### src/rtl/ddma_job_sched.sv
// ddma_job_sched: round-robin dDMA job scheduler with descriptor check; define DDMA_SCHED_PRIO_EN to give channel 0 strict priority
module ddma_job_sched #(
  parameter int NUM_CH = 4,
  parameter int CH_W = 2,
  parameter int DESC_W = 97
) (
  input  logic                     i_clk,
  input  logic                     i_rst,
  input  logic [NUM_CH-1:0]        i_req_valid,
  output logic [NUM_CH-1:0]        o_req_ready,
  input  logic [NUM_CH*DESC_W-1:0] i_req_desc,
  output logic                     o_tag_start_dDMA,
  input  logic                     i_tag_resp_dDMA,
  output logic [31:0]              o_addr_RAM,
  output logic [15:0]              o_len_RAM,
  output logic [31:0]              o_addr_RAM_AIPE,
  output logic [15:0]              o_len_RAM_AIPE,
  output logic                     o_dir,
  output logic                     o_done_valid,
  output logic [CH_W-1:0]          o_done_ch,
  output logic                     o_done_err,
  output logic                     o_busy,
  output logic [CH_W-1:0]          o_cur_ch
);
  typedef enum logic [1:0] {IDLE_S, ISSUE_S, BUSY_S, DONE_S} state_t;
  state_t state_q, state_d;
  logic [NUM_CH-1:0] slot_v_q, slot_v_d;
  logic [DESC_W-1:0] slot_q [NUM_CH];
  logic [DESC_W-1:0] slot_d [NUM_CH];
  logic [DESC_W-1:0] desc_q, desc_d;
  logic [CH_W-1:0] rr_q, rr_d, cur_q, cur_d, win, idx, rr_nxt;
  logic tag_q, tag_d, err_q, err_d, found, go, desc_ok;
  always_comb begin
    win = '0;
    idx = '0;
    found = 1'b0;
    for (int i = 0; i < NUM_CH; i++) begin
      idx = CH_W'((int'(rr_q) + i) % NUM_CH);
      if (!found && slot_v_q[idx]) begin
        win = idx;
        found = 1'b1;
      end
    end
`ifdef DDMA_SCHED_PRIO_EN
    if (slot_v_q[0]) win = '0;
`endif
  end
  assign go = (state_q == IDLE_S) && (|slot_v_q) && (i_tag_resp_dDMA == tag_q);
  // SRAM->AIPE lengths must be whole 4-word AIPE lines or the dDMA hangs
  assign desc_ok = desc_q[96] | ((desc_q[47:32] != '0) && (desc_q[33:32] == 2'b00));
  assign rr_nxt = (cur_q == CH_W'(NUM_CH - 1)) ? '0 : cur_q + 1'b1;
  always_comb begin
    state_d = state_q;
    slot_v_d = slot_v_q;
    slot_d = slot_q;
    desc_d = desc_q;
    rr_d = rr_q;
    cur_d = cur_q;
    tag_d = tag_q;
    err_d = err_q;
    for (int c = 0; c < NUM_CH; c++) begin
      if (i_req_valid[c] && !slot_v_q[c]) begin
        slot_v_d[c] = 1'b1;
        slot_d[c] = i_req_desc[c*DESC_W +: DESC_W];
      end
    end
    case (state_q)
      IDLE_S: if (go) begin
        desc_d = slot_q[win];
        cur_d = win;
        slot_v_d[win] = 1'b0;
        err_d = 1'b0;
        state_d = ISSUE_S;
      end
      ISSUE_S: begin
        tag_d = desc_ok ? ~tag_q : tag_q;
        err_d = ~desc_ok;
        state_d = desc_ok ? BUSY_S : DONE_S;
      end
      BUSY_S: state_d = (i_tag_resp_dDMA == tag_q) ? DONE_S : BUSY_S;
      default: begin
`ifdef DDMA_SCHED_PRIO_EN
        rr_d = (cur_q == '0) ? rr_q : rr_nxt;
`else
        rr_d = rr_nxt;
`endif
        state_d = IDLE_S;
      end
    endcase
  end
  always_ff @(posedge i_clk) begin
    if (i_rst) begin
      state_q <= IDLE_S;
      slot_v_q <= '0;
      desc_q <= '0;
      rr_q <= '0;
      cur_q <= '0;
      tag_q <= 1'b0;
      err_q <= 1'b0;
    end else begin
      state_q <= state_d;
      slot_v_q <= slot_v_d;
      desc_q <= desc_d;
      rr_q <= rr_d;
      cur_q <= cur_d;
      tag_q <= tag_d;
      err_q <= err_d;
    end
  end
  always_ff @(posedge i_clk) slot_q <= slot_d;
  assign o_req_ready = ~slot_v_q;
  assign o_tag_start_dDMA = tag_q;
  assign o_addr_RAM = desc_q[31:0];
  assign o_len_RAM = desc_q[47:32];
  assign o_addr_RAM_AIPE = desc_q[79:48];
  assign o_len_RAM_AIPE = desc_q[95:80];
  assign o_dir = desc_q[96];
  assign o_done_valid = (state_q == DONE_S);
  assign o_done_ch = o_done_valid ? cur_q : '0;
  assign o_done_err = o_done_valid & err_q;
  assign o_busy = (state_q != IDLE_S);
  assign o_cur_ch = cur_q;
endmodule
### config.mk
export PLATFORM = sky130hd
export DESIGN_NAME = ddma_job_sched
export DESIGN_NICKNAME = d
export VERILOG_FILES = /design/src/rtl/ddma_job_sched.sv
export SDC_FILE = /design/constraint.sdc
export NUM_CORES = 1
export LEC_CHECK = 0
export CORE_MARGIN = 2
export CORE_UTILIZATION = 45
export CTS_CLUSTER_SIZE = 14
export DETAILED_ROUTE_END_ITERATION = 10
export DONT_BUFFER_PORTS = 1
export SYNTH_ARGS = -nofsm -noshare
export SYNTH_HDL_FRONTEND = slang
export SYNTH_SLANG_ARGS = --single-unit
export TNS_END_PERCENT = 20
### constraint.sdc
create_clock -name i_clk -period 7.5 [get_ports i_clk]
set_clock_uncertainty 0.05 [all_clocks]
set_input_delay 1.875 -clock i_clk [delete_from_list [all_inputs] [get_ports i_clk]]
set_output_delay 1.875 -clock i_clk [all_outputs]
set_load 0.03 [all_outputs]
# Word level (Yosys, flattened, before mapping)
# Index checks and enable logic that the tools add are counted.
dict set report totals {
  input_bits 395
  elab_cells 98
  out_inout_bits 109
  reg_bits 497
}
dict set report classes {
  n_bitwise 8
  add_sub_neg 4
  reduce_logical 28
  order_cmp 7
  n_mux 34
  eq_ne 6
}
# cell n
set ops {}
lappend ops {{binary-select mux 97 bit (select 2 bit)} 1}
lappend ops {{2-to-1 mux 97 bit} 2}
lappend ops {{nonzero test 16 bit} 1}
lappend ops {{less-than comparator 2 x 3 -> 1 bit, second input constant} 5}
lappend ops {{2-to-1 mux 1 bit} 15}
lappend ops {{2-to-1 mux 2 bit} 7}
lappend ops {{logical AND 1 bit} 11}
lappend ops {{binary-select mux 1 bit (select 2 bit)} 4}
lappend ops {{2-to-1 mux 4 bit} 2}
lappend ops {{inverter 4 bit} 2}
lappend ops {{logical NOT 1 bit} 7}
lappend ops {{equality test 2 bit, second input constant} 3}
lappend ops {{one-hot mux 2 bit (3 select lines)} 1}
lappend ops {{AND reduction 2 bit} 3}
lappend ops {{adder 2 x 1 -> 2 bit, second input constant} 2}
lappend ops {{adder 2 bit, second input constant} 2}
lappend ops {{AND 4 bit} 1}
lappend ops {{logical NOT 2 bit} 2}
lappend ops {{nonzero test 2 bit} 2}
lappend ops {{OR reduction 4 bit} 1}
lappend ops {{greater-or-equal comparator 3 bit, second input constant} 1}
lappend ops {{inverter 2 -> 3 bit} 1}
lappend ops {{OR reduction 3 bit} 1}
lappend ops {{demux 1 bit (select 2 bit)} 1}
lappend ops {{8 further kinds} 9}

# Logic depth before layout (Yosys ltp)
dict set report depth {
  ltp_word 20
  ltp_mapped 9
  depth_no_buf 6
}

# Least setup slack after synthesis
# OpenSTA, ideal clock, no wires.
dict set report synth_timing {
  path_kind {input to register}
  startpoint {input i_req_valid[2]}
  endpoint {register slot_q[100] (netlist name), enable pin}
  setup_time_ps 565
  required_time_ps 6885
  path_stages 1
  n_path_buf 0
  arrival_ps 6099
  path_slack_ps 786
  cell_sequence {nor2b_1}
}
dict set report synth_via {
  elab_chain_cells 1
}
# element line_no
set synth_rtl {}
lappend synth_rtl {{from (decl)} 9} ;# input logic [NUM_CH-1:0] i_req_valid,
lappend synth_rtl {{logical AND 1 bit} 62} ;# if (i_req_valid[c] && !slot_v_q[c]) begin
lappend synth_rtl {{to (signal assigned)} 110} ;# always_ff @(posedge i_clk) slot_q <= slot_d;
lappend synth_rtl {{to (decl)} 28} ;# logic [DESC_W-1:0] slot_q [NUM_CH];
# No other way between the ends.
# A chain may end at the register's enable or synchronous reset.

# Final worst setup path
dict set report layout_timing {
  startpoint {register state_q[0]}
  endpoint {output o_done_err}
}
dict set report layout_via {
  elab_chain_cells 2
}
# element line_no
set layout_rtl {}
lappend layout_rtl {{from (decl)} 26} ;# state_t state_q, state_d;
lappend layout_rtl {{from (signal assigned)} 101} ;# state_q <= state_d;
lappend layout_rtl {{equality test 2 bit} 118} ;# assign o_done_valid = (state_q == DONE_S);
lappend layout_rtl {{net o_done_valid} 19} ;# output logic o_done_valid,
lappend layout_rtl {{AND 1 bit} 120} ;# assign o_done_err = o_done_valid & err_q;
lappend layout_rtl {{to (decl)} 21} ;# output logic o_done_err,
# The timed path passes the listed nets, and every way through them passes these cells.

==> reports/qor.txt <==
GRT overflow: 0
Fmax: 264 MHz
Library cells used by synthesis: 37
Unrepaired setup endpoints after global routing: no
# DRC: 0
Global-route wire length before repair: 62300 um
Layout cell share with drive strength beyond 1: 10.9%
Clk Latency, worst-skew pair: 0.58 ns
HP Class: register to register
Gr usage total: 20.6%
Setup bufs post-CTS: 0
Setup_tns: 0 ns
CTS H-tree lvls: 2
Asr flop ratio synth: 0%
Endpoint type of the worst setup path: output pin
Leak: 7.54 nW
Clock Tree Buf Depth: 3
Worst-path clk slew: 0.06 ns
TritonCTS Buffers: 50
Worst Reg-to-Reg Cells: 6
Seq/Total Area, Yosys: 77.0%
Top FF cell, synth: edfxtp_1
Starting Density: 45.4%
IO Port Bufs: 0
Worst vdd ir: 0.000230 V
Vias post-DR: 9191
Setup violations, final: 0
Max-cap violations: 0
Initial drt markers: 602
Final WL: 44500 um
RR Endpoint: desc_q[18]
Die X: 204 um
CTS Sinks: 497
DR WL/cell: 27.6 um
Syn Nets: 1421
Mapped Cells: 1020
Tcrit/Tclk final: 50.5%
Worst EP required: 5.58 ns
Final min period: 3.79 ns
Core Area: 39500 um^2
Vias in the first global route: 9283
CTS tree: yes
Largest net degree at the start of global routing: 105
Worst EP arrival: 1.86 ns
Initial antenna violation count: 19
Critical Path Start Type: register
Filler cells: 3211
#FFs+latches synth: 497
CP Max Fanout: 5
Slew headroom: 38.7%
Crit path capture: o_done_err
Die area: 41600 um^2
Vias per Instance: 5.70
Syn Area/Cell: 17.6 um^2
# rows: 73
Worst R2R Start: slot_v_q[0]
Outcome: finished clean
WS Path Type: register to output pin
CP startpoint: state_q[0]
GP Congestion: 0.835
Synth Warn #: 0
Slew Viols, Final: 0
Cts hold-fix bufs: 0
1st-pass router iterations: 5
Final Hold Fails: 0
Post-DP HPWL: 29400 um
Pwr dens: 377 nW/um^2
Worst-Margin Slew: 0.920 ns
PostCTS Resize Cnt: 0
Final antenna-violating net count: 0
IO Pins: 504
Post-synth EDFFs: 388
R2R Setup Slk: 4.08 ns
Synthesized cell area: 18000 um^2
Layout area overhead: 12.0%
Clock root cell: clkbuf_16
Tot Pwr: 7.58 mW
Nets: 1432
DIE HEIGHT: 204 um
[metal layers]
metal  vias up  GRT usage, %  share of wire (%)
met1      4594          24.3                 37
met4        10          9.05                2.6
met2       455          34.2                 50
li1       4053             -                  -
met5         -             0               0.15
met3        79          7.24                 10
[worst min path at each step]
stage                 end  depth (start not counted)  startpoint
floorplan           err_q                          2       err_q
global placement    err_q                          2       err_q
detailed placement  err_q                          2       err_q
CTS                 err_q                          2       err_q
global route        err_q                          2       err_q
finish              err_q                          2       err_q
[per-stage QoR]
stage	setup slack, ns	hold WS [ns]	util, %	instances	area (um^2)
finish	3.71	0.446	50.9	1613	20100
global route	3.64	0.487	50.9	1610	20100
CTS	3.68	0.447	50.8	1596	20100
detailed placement	3.41	0.441	46.6	1504	18400
global placement	3.47	0.428	46.6	1504	18400
floorplan	0.786	0.408	-	1020	18000
[final cells by class]
class | instances | area, um^2 | share of cell area (%)
repair buffers | 13 | 110 | 0.547
multi-input cells | 461 | 3810 | 18.9
clock inverters | 25 | 251 | 1.25
diodes | 17 | 42.5 | 0.211
clock buffers | 67 | 1400 | 6.94
well taps | 525 | 657 | 3.26
inverters | 8 | 30.0 | 0.149
flip-flops and latches | 497 | 13800 | 68.7
[layout by cell type (no fill, tap or decap), drive strengths merged]
| master | instances |
|---|---|
| edfxtp | 388 |
| mux2i | 196 |
| dfxtp | 109 |
| nand2 | 104 |
| o221ai | 97 |
| clkbuf | 67 |
| clkinv | 20 |
| diode | 17 |
| nor2 | 13 |
| buf | 13 |
| inv | 9 |
| a21oi | 7 |
| ha | 6 |
| o21ai | 5 |
| and2 | 4 |
| nor2b | 4 |
| bufinv | 4 |
| nand2b | 3 |
| nor4 | 3 |
| a211oi | 3 |
| a21o | 2 |
| a311oi | 2 |
| nand3 | 2 |
| or4 | 1 |
| xnor2 | 1 |
| o22ai | 1 |
| a211o | 1 |
| o21ba | 1 |
| nand4 | 1 |
| and3 | 1 |
| o21a | 1 |
| or3 | 1 |
| o32ai | 1 |
[report_power, final]
| group | switching (mW) | internal [mW] | total, mW |
|---|---|---|---|
| Combinational | 0.663 | 0.381 | 1.04 |
| Sequential | 0.667 | 3.40 | 4.07 |
| Clock | 1.02 | 1.45 | 2.47 |
| Total | 2.35 | 5.23 | 7.58 |
[cells by family after synthesis]
group | count (synthesis) | synth area share, %
AOI/OAI and AO/OA | 121 | 6.26
xor gates and xnor gates | 1 | 0.0487
adders and majority gates | 6 | 0.418
buffers and inverters | 62 | 2.10
DFF | 497 | 77.0
muxes | 196 | 10.9
and+or+nand+nor | 137 | 3.30
[state kept, by name, summed over array words and instances (netlist names)]
name              cells
o_tag_start_dDMA      1
desc_q               97
rr_q                  2
slot_q              388
state_q               2
slot_v_q              4
err_q                 1
o_cur_ch              2
[synth_stat cells, types with 4 or more instances]
master | n | area share (%)
o221ai_2 | 19 | 1.6
nand2_1 | 102 | 2.1
inv_1 | 8 | 0.17
a21oi_1 | 7 | 0.19
and2_1 | 4 | 0.14
edfxtp_1 | 388 | 65
clkbuf_1 | 9 | 0.19
buf_2 | 25 | 0.70
nor2b_1 | 4 | 0.14
buf_4 | 10 | 0.42
mux2i_1 | 196 | 11
o21ai_0 | 4 | 0.11
ha_1 | 6 | 0.42
nor2_1 | 12 | 0.25
dfxtp_1 | 109 | 12
buf_6 | 10 | 0.63
o221ai_1 | 78 | 3.8
[critical path, cell delays in order (launching register included)]
cell	delay (ns)
dfxtp_1	0.42
ha_1	0.49
and2_1	0.39
(Power assumes the default switching activity.)
